[src/rtl/mux4_sched_pkg.sv]
// Shared types and constants for the four-source round-robin mux scheduler.
package mux4_sched_pkg;

    localparam int unsigned N_SRC = 4;
    localparam int unsigned SEL_W = 2;

    typedef enum logic [0:0] {
        StIdle,
        StGrant
    } state_e;

endpackage

[src/rtl/rr_pick4.sv]
// Combinational round-robin picker: scans ptr+1, ptr+2, ptr+3, ptr and returns
// the first requesting source.
module rr_pick4
    import mux4_sched_pkg::*;
(
    input  logic [N_SRC-1:0] req,
    input  logic [SEL_W-1:0] ptr,
    output logic             any,
    output logic [SEL_W-1:0] winner
);

    logic [SEL_W-1:0] idx;

    // Walk from lowest to highest priority so the highest-priority hit is written last.
    always_comb begin
        any    = |req;
        winner = '0;
        idx    = '0;
        for (int off = N_SRC; off >= 1; off--) begin
            idx = ptr + SEL_W'(off);
            if (req[idx]) begin
                winner = idx;
            end
        end
    end

endmodule

[src/rtl/mux4_rr_scheduler.sv]
// Round-robin scheduler sharing one 4:1 data mux between four requesters, with
// bursts of up to MAX_BURST beats per grant and a one-cycle arbitration bubble.
module mux4_rr_scheduler
    import mux4_sched_pkg::*;
#(
    parameter int unsigned W         = 8,
    parameter int unsigned MAX_BURST = 4
) (
    input  logic             clk,
    input  logic             rst_n,
    input  logic [3:0]       req,
    input  logic [W-1:0]     d0,
    input  logic [W-1:0]     d1,
    input  logic [W-1:0]     d2,
    input  logic [W-1:0]     d3,
    input  logic             out_ready,
    output logic             out_valid,
    output logic [W-1:0]     out_data,
    output logic [1:0]       sel,
    output logic [3:0]       grant,
    output logic             busy
);

    localparam int unsigned      CNT_W     = (MAX_BURST > 1) ? $clog2(MAX_BURST) : 1;
    localparam logic [CNT_W-1:0] LAST_BEAT = CNT_W'(MAX_BURST - 1);

    state_e           state_q, state_d;
    logic [SEL_W-1:0] sel_q, sel_d;
    logic [SEL_W-1:0] ptr_q, ptr_d;
    logic [N_SRC-1:0] grant_q, grant_d;
    logic [CNT_W-1:0] beat_q, beat_d;

    logic             pick_any;
    logic [SEL_W-1:0] pick_winner;
    logic             xfer;

    rr_pick4 u_pick (
        .req    (req),
        .ptr    (ptr_q),
        .any    (pick_any),
        .winner (pick_winner)
    );

    assign busy      = (state_q == StGrant);
    assign out_valid = busy & req[sel_q];
    assign xfer      = out_valid & out_ready;
    assign sel       = sel_q;
    assign grant     = grant_q;

    always_comb begin
        out_data = d0;
        unique case (sel_q)
            2'd0: out_data = d0;
            2'd1: out_data = d1;
            2'd2: out_data = d2;
            2'd3: out_data = d3;
        endcase
    end

    always_comb begin
        state_d = state_q;
        sel_d   = sel_q;
        ptr_d   = ptr_q;
        grant_d = grant_q;
        beat_d  = beat_q;
        unique case (state_q)
            StIdle: begin
                if (pick_any) begin
                    state_d = StGrant;
                    sel_d   = pick_winner;
                    grant_d = 4'b0001 << pick_winner;
                    beat_d  = '0;
                end
            end
            StGrant: begin
                // Owner withdrawing or finishing its burst drops to lowest priority.
                if (!req[sel_q] || (xfer && beat_q == LAST_BEAT)) begin
                    state_d = StIdle;
                    ptr_d   = sel_q;
                    grant_d = '0;
                    beat_d  = '0;
                end else if (xfer) begin
                    beat_d = beat_q + 1'b1;
                end
            end
            default: state_d = StIdle;
        endcase
    end

    always_ff @(posedge clk or negedge rst_n) begin
        if (!rst_n) begin
            state_q <= StIdle;
            sel_q   <= '0;
            ptr_q   <= 2'd3;
            grant_q <= '0;
            beat_q  <= '0;
        end else begin
            state_q <= state_d;
            sel_q   <= sel_d;
            ptr_q   <= ptr_d;
            grant_q <= grant_d;
            beat_q  <= beat_d;
        end
    end

endmodule

[config.mk]
export PLATFORM = sky130hd
export DESIGN_NAME = mux4_rr_scheduler
export DESIGN_NICKNAME = d
export VERILOG_FILES = /design/src/rtl/mux4_sched_pkg.sv /design/src/rtl/rr_pick4.sv /design/src/rtl/mux4_rr_scheduler.sv
export SDC_FILE = /design/constraint.sdc
export NUM_CORES = 1
export LEC_CHECK = 0
export CAP_MARGIN = 25
export CORE_ASPECT_RATIO = 0.8
export CORE_UTILIZATION = 30
export CTS_CLUSTER_DIAMETER = 30
export CTS_CLUSTER_SIZE = 12
export DETAILED_ROUTE_END_ITERATION = 8
export MAX_ROUTING_LAYER = met4
export PLACE_DENSITY = 0.81
export SYNTH_ARGS = -nofsm -noshare
export SYNTH_HDL_FRONTEND = slang
export SYNTH_SLANG_ARGS = --single-unit
[constraint.sdc]
create_clock -name clk -period 3.8 [get_ports clk]
set_clock_uncertainty 0.15 [all_clocks]
set_input_delay 0.95 -clock clk [delete_from_list [all_inputs] [get_ports clk]]
set_output_delay 0.95 -clock clk [all_outputs]
set_load 0.01 [all_outputs]
==> qor.csv, run 1 <==
metric;value;unit
synth_top_family_by_area;multiplexers;
area_growth;82.5;%
ios;55;
cts-root-buf;clkbuf_4;
ir_worst_vdd;0.000358;V
cp_max_fo;4;
wl_per_cell;15.4;um
critPathArrivalTime;2.59;ns
dieArea;2760;um^2
grt-ovfl-total;0;
worstSetupPathType;in2out;
final_antenna_net_count;0;
rr_worst_depth;4;
port_buffers;54;
cts_tree;built;
synthTopCellsByArea;dfrtp_1 29%, mux4_2 27%, dfstp_2 6.9%;
worstSkewPairLatency;0.27;ns
antenna_found_initial;0;
drt-initial-drc-count;17;
synth-xor-area-share;0;%
die_y;47.2;um
r2r_start;sel[1];
end_kind;primary output;
grtUsageTotal;18.0;%
clockBufferDepth;2;
postSynthAreaPerCell;12.5;um^2
worst_slew_pin_slew;0.521;ns
met1_length;1040;um
synthMuxAreaShare;34.7;%
drc;0;
final.fill_count;191;
vias;767;
slew_headroom;65.2;%
crit_start;req[0];
power_leakage;0.556;nW
first_global_vias;686;
seq_area_frac_synth;36.3;%
synth_adder_area_share;1.64;%
mostFrequentLayoutCell;clkdlybuf4s50_1;
fin_util;61.4;%
initial_core_util;33.7;%
die_x;58.4;um
min_path_cells;1;
min_period_over_period;97.2;%
met3_length;122;um
dr.pass1.iters;4;
drive_gt1_share;19.8;%
crit_path_end;out_valid;
grt_first_pass_wirelength;3390;um
cts_resized;0;
status;finished, final reports clean;
antenna_cells;0;
fin_nets;162;
yosysUniqueCellTypes;30;
cp-start-kind;primary input;
hold_buffers;0;
period_needed;3.69;ns
power_density;647;nW/um^2
syn-num-nets;101;
synth_top_area_share;29.5;%
path_clk_slew;0.06;ns
routabilityCongestion;0.761;
setup_viol_count_final;0;
hpwl;1970;um
clock_sinks;11;
drv_cap;0;
setup_tns;0;ns
wl_met2;1200;um
cts_max_level;1;
hp-class;reg2reg;
yosysWarnings;0;
syn_area;764;um^2
syn-instance-count;61;
top_layer;met4;
post_cts_buffers;0;
wl;2390;um
final_cell_mix;54 x clkdlybuf4s50_1, 9 x mux4_2, 9 x dfrtp_1;
ys_ff_latch;11;
rsz0062_at_grt;no;
max_freq;271;MHz
reg2reg_to;beat_q[0];
cp.required;2.70;ns
numCtsBuffers;3;
synth_compound_gate_area_share;12.1;%
drv_slew;0;
fp.coreArea;2270;um^2
synth-simple-area-share;13.6;%
rows;15;
post-synth-top-area-cell;dfrtp_1;
routed_via_density;4.95;
hold_viol_final;0;
grt_max_degree;13;
ff2ff_setup_slack;1.95;ns
[per-layer routing]
layer | global-route usage (%) | up-vias
met1 | 24.5 | 365
li1 | - | 366
met3 | 6.06 | 5
met5 | - | -
met4 | 4.76 | 0
met2 | 25.5 | 31
[stage by stage]
stage          hold WS [ns]  instances  total power, W  instance area (um^2)  setup slack [ns]
2_1_floorplan         0.327         61        0.000552                   764              1.10
3_3_place_gp          0.333        151        0.000813                  1370             0.125
3_5_place_dp          0.332        151        0.000828                  1370             0.113
4_1_cts               0.352        155        0.000913                  1400             0.102
5_1_grt               0.372        155        0.000964                  1400            0.0511
6_report              0.346        155        0.000902                  1400             0.107
[flip-flops by register name (all words and copies together) (netlist names)]
register,flops
ptr_q,2
sel,2
grant,4
beat_q,2
busy,1
[worst max-delay path: stages]
cell and delay, ns:
clkdlybuf4s50_1 0.46, mux4_2 0.53, nand2_1 0.14, inv_1 0.05, clkdlybuf4s50_1 0.47
[logic make-up after synthesis]
kind of cell               count (synthesis)
muxes                                     14
buffers and inverters                      3
adders and majority gates                  1
AOI/OAI and AO/OA                         12
DFF                                       11
and+or+nand+nor                           20
[cell usage after synthesis, drive strengths merged]
library cell and count:
nand2b 4, nor4 1, a21o 1, a22o 1
a31oi 1, a32o 2, nor2b 1, nand3b 1
ha 1, a31o 1, inv 1, nand3 1
nand2 8, dfrtp 9, o221ai 1, mux2i 1
o2bb2ai 2, a21oi 1, nor3b 1, o21ai 2
mux4 9, buf 1, dfstp 2, mux2 4
clkbuf 1, and2 1, nor2 2
[area by class of cell]
type                            instances  area (um^2)  area share [%]
Timing Repair Buffer                   58          571            40.9
Multi-Input combinational cell         47          474            34.0
Sequential cell                        11          278            19.9
Tap cell                               34         42.5            3.05
Clock buffer                            4         26.3            1.88
Inverter                                1         3.75           0.269
[how the worst min path moves through the flow]
stage          startpoint        end  slack (ns)
4_1_cts          grant[2]   grant[2]        0.35
3_3_place_gp     grant[0]   grant[0]        0.33
3_5_place_dp     grant[2]   grant[2]        0.33
2_1_floorplan   beat_q[1]  beat_q[1]        0.33
6_report         grant[2]   grant[2]        0.35
5_1_grt          grant[3]   grant[3]        0.37
[report_power, final]
group          internal (W)  leakage, nW  switching, W
Sequential         0.000178        0.137     0.0000740
Clock             0.0000407       0.0150     0.0000364
Combinational      0.000363        0.405      0.000210
Total              0.000582        0.556      0.000320
Power figures use the tool's default switching activity.
==> run 2, diff against run 1 <==
Settings changed: PLACE_DENSITY 0.81 to 0.77, SYNTH_HIERARCHICAL from default to 1.
==> run 2 against run 1 <==
Net effect: via count is 22% higher; sequential cell count stayed put; routed wire length is 14% higher; synthesized cell count is 36% higher; maximum frequency is 1.0% lower; final cell count is 15% higher; sequential power is 19% higher; power is 13% higher; die area is 17% higher; clock power is 52% higher; global-route usage is 0.45 points higher; design area is 11% higher; largest power group unchanged.
==> qor.csv, run 2 <==
metric;value;unit
mostFrequentLayoutCell;clkdlybuf4s50_1;
seq_area_frac_synth;30.8;%
syn-instance-count;83;
syn-num-nets;123;
setup_viol_count_final;0;
grt-ovfl-total;0;
fin_cells;179;
die_x;63.3;um
slew_headroom;54.1;%
synthTopCellsByCount;9 x dfrtp_1, 8 x mux4_2, 7 x nand2_1, 6 x nor2_1;
setup_tns;0;ns
final_cell_mix;54 x clkdlybuf4s50_1, 9 x dfrtp_1, 8 x mux4_2;
area_growth;71.8;%
power_density;659;nW/um^2
clock_sinks;11;
initial_core_util;32.1;%
yosysWarnings;6;
min_period_over_period;98.2;%
synth_adder_area_share;1.39;%
drive_gt1_share;16.3;%
fp.coreArea;2810;um^2
final.fill_count;256;
dp_cells;175;
synth-xor-area-share;0;%
multi_input_area;592;um^2
path_clk_slew;0.05;ns
synth_compound_gate_area_share;16.8;%
power;0.00102;W
dieArea;3230;um^2
ios;55;
synth_ff_type;dfrtp_1;
synth_top_area_share;25.0;%
cp_max_fo;4;
port_buffers;54;
p_clk_share;11.4;%
cts-root-buf;clkbuf_8;
cts_max_level;1;
drv_slew;0;
dr.pass1.iters;4;
grt_first_pass_wirelength;4370;um
ir_worst_vdd;0.000255;V
p_int;0.000636;W
final_antenna_net_count;0;
post-synth-top-area-cell;dfrtp_1;
worstSkewPairLatency;0.24;ns
postSynthAreaPerCell;10.9;um^2
place_area;1500;um^2
max_freq;268;MHz
regArea;278;um^2
grt_max_degree;18;
cts_tree;built;
drv_cap;0;
clockBufferDepth;2;
drc;0;
synth_edf_count;0;
numCtsBuffers;3;
hold_buffers;0;
synth-simple-area-share;13.5;%
synthMuxAreaShare;34.0;%
critPathArrivalTime;2.63;ns
swShare;37.6;%
vias;936;
status;finished, final reports clean;
final_area;1550;um^2
routed_via_density;5.23;
die_y;51.0;um
cp-start-kind;primary input;
hp-class;reg2reg;
first_global_vias;945;
routabilityCongestion;0.739;
wl_per_cell;15.2;um
synthTopCellsByArea;dfrtp_1 25%, mux4_2 20%, dfstp_2 5.8%;
period_needed;3.73;ns
fin_nets;182;
post_cts_buffers;0;
comb_power_share;59.1;%
rsz0062_at_grt;no;
async_flop_share;100;%
cts_resized;0;
antenna_found_initial;0;
largest_reg_flops;4;
yosysMostFrequentCell;dfrtp_1;
switching_power;0.000383;W
power_leakage;0.619;nW
antenna_cells;0;
grtUsageTotal;18.4;%
hold_viol_final;0;
hpwl;2130;um
syn_area;901;um^2
seqPwrFrac;29.5;%
rows;17;
yosysUniqueCellTypes;32;
setup_ws;0.0693;ns
end_kind;primary output;
worst_slew_pin_slew;0.688;ns
synth_top_family_by_area;multiplexers;
wl;2720;um
cp.required;2.70;ns
worstSetupPathType;in2out;
ys_ff_latch;11;
drt-initial-drc-count;22;
dp_slack;0.0754;ns
run 2: area by class of cell:
class / count / area share, %
Sequential cell: 11 / 17.9
Timing Repair Buffer: 58 / 36.9
Tap cell: 38 / 3.07
Multi-Input combinational cell: 64 / 38.2
Clock buffer: 4 / 2.91
Inverter: 4 / 0.970
run 2: final timing paths:
path                            cells past startpoint       from   endpoint  slack, ns
worst max-delay path                                5     req[0]  out_valid       0.07
worst min register to register                      1  beat_q[1]  beat_q[1]       0.38
max in group asynchronous                           1      rst_n   ptr_q[0]       2.23
min in group asynchronous                           1      rst_n  beat_q[1]       0.90
worst min-delay path                                1  beat_q[1]  beat_q[1]       0.38
worst max register to register                      3     sel[0]   ptr_q[0]       1.75
run 2: power by group through the flow:
stage               combinational [W]  sequential [W]  clock [W]
CTS                          0.000607        0.000303   0.000120
floorplan                    0.000371        0.000250          0
global placement             0.000589        0.000300          0
global route                 0.000648        0.000320   0.000126
finish                       0.000603        0.000300   0.000117
detailed placement           0.000605        0.000303          0
run 2: logic make-up (layout without fill, tap and decap cells):
kind of cell | after synthesis | in the layout
mux | 19 | 19
compound gates | 20 | 20
flops | 11 | 11
buf+inv | 8 | 66
fa+ha+maj | 1 | 1
simple gates | 24 | 24
run 2: metal layers:
| layer | up-vias | GRT usage, % | wire [um] |
|---|---|---|---|
| met3 | 2 | 6.70 | 225 |
| met1 | 454 | 19.6 | 1100 |
| met5 | - | - | 0 |
| met4 | 0 | 3.03 | 13 |
| met2 | 46 | 33.5 | 1380 |
| li1 | 434 | - | - |
run 2: per-stage QoR:
step	utilization (%)	hold WS, ns
2_1_floorplan	-	0.341
3_3_place_gp	53.5	0.359
3_5_place_dp	53.5	0.368
4_1_cts	55.1	0.386
5_1_grt	55.1	0.422
6_report	55.1	0.384
run 2: critical path, stage by stage:
cell and delay, ns:
clkdlybuf4s50_1 0.44, mux2_4 0.31, mux2_2 0.30, and2_1 0.16
clkdlybuf4s50_1 0.47
==> RTL change (config.mk and constraints of run 2) <==
`MAX_BURST`: 4 -> 2.
--- a/src/rtl/mux4_rr_scheduler.sv
+++ b/src/rtl/mux4_rr_scheduler.sv
@@ -5,5 +5,5 @@
 #(
     parameter int unsigned W         = 8,
-    parameter int unsigned MAX_BURST = 4
+    parameter int unsigned MAX_BURST = 2
 ) (
     input  logic             clk,
Check against the original RTL: not equivalent (a bounded check fails within 4 cycles, from zero or initial values and one cycle with rst_n low).
==> RTL change against run 2 <==
- die area shrank 8.2%
- final area down 5.8%
- core utilization up 2.7 points
- synthesized area down 8.5%
- critical endpoint unchanged
- sequential cell count shrank 1
- setup slack gained 0.011 ns
- power fell by 6.0%
- via count is 11% lower
- first-iteration DRC count grew 41%
- routed wire length shrank 9.7%
- fmax increased by 0.31%
- critical path depth is the same
==> RTL change: results (changes against run 2) <==
status complete, no violations; number of global-route vias before repair 820 (-13%); worst r2r src sel[1]; via/cell ratio 4.88 (-6.6%); Min-Delay Path Depth 2 (+1); placed cell areas 0.00143 sq mm (-4.7%); worst hold path endpoint grant[3]; Psw 0.365 mW (-4.8%); Design Area, Final 0.00146 sq mm (-5.8%); Vias 830 (-11%); M2 GR Usage 29.5% (-4.0 points); pre-CTS WS 0.0848 ns (+0.00940 ns); met3 Usage GRT 4.51% (-2.2 points); maximum VDD drop 0.330 mV (+29%); arrival time at the worst endpoint 2.62 ns (about the same); Skew-Pair Late Insertion Delay 0.27 ns (+0.03 ns); Detail Placement HPWL 2000 um (-5.7%); Final nets 174 (-4.4%); first-pass GRT wire length 3910 um (-11%); fillcell total 225 (-12%); Inst Count DP 166 (-5.1%); Hold Worst Slack 0.412 ns (+0.0275 ns); Syn Inst Count 75 (-9.6%); Final GP Congestion 0.742 (+0.31%); GRT Total Usage 18.2% (-0.16 points); Synth area leaders dfrtp_1, mux4_2, dfstp_2; Comb. pwr 0.623 mW (+3%); Seq power 0.260 mW (-13%); unique cell type count in the Yosys netlist 28 (-13%); flop2flop setup slack 2.02 ns (+0.27 ns)
-- RTL change: cells by family after synthesis --
| group | count (synthesis) | share of synthesized area (%) |
|---|---|---|
| compound gates | 18 | 16.7 |
| xor+xnor | 1 | 1.06 |
| buf+inv | 7 | 3.34 |
| flops | 10 | 30.7 |
| mux | 18 | 35.8 |
| simple gates | 21 | 12.4 |
-- RTL change: worst max path at each step --
stage	startpoint	to	slack, ns
2_1_floorplan	req[0]	out_valid	1.03
5_1_grt	req[2]	out_valid	0.05
3_3_place_gp	req[0]	out_valid	0.11
4_1_cts	req[2]	out_valid	0.07
6_report	req[2]	out_valid	0.08
3_5_place_dp	req[2]	out_valid	0.08
-- RTL change: area by class of cell --
class / instances / share of cell area (%)
flip-flops and latches: 10 / 17.3
well taps: 36 / 3.09
repair buffers: 59 / 39.7
inverters: 3 / 0.773
multi-input cells: 58 / 37.3
clock buffers: 4 / 1.80
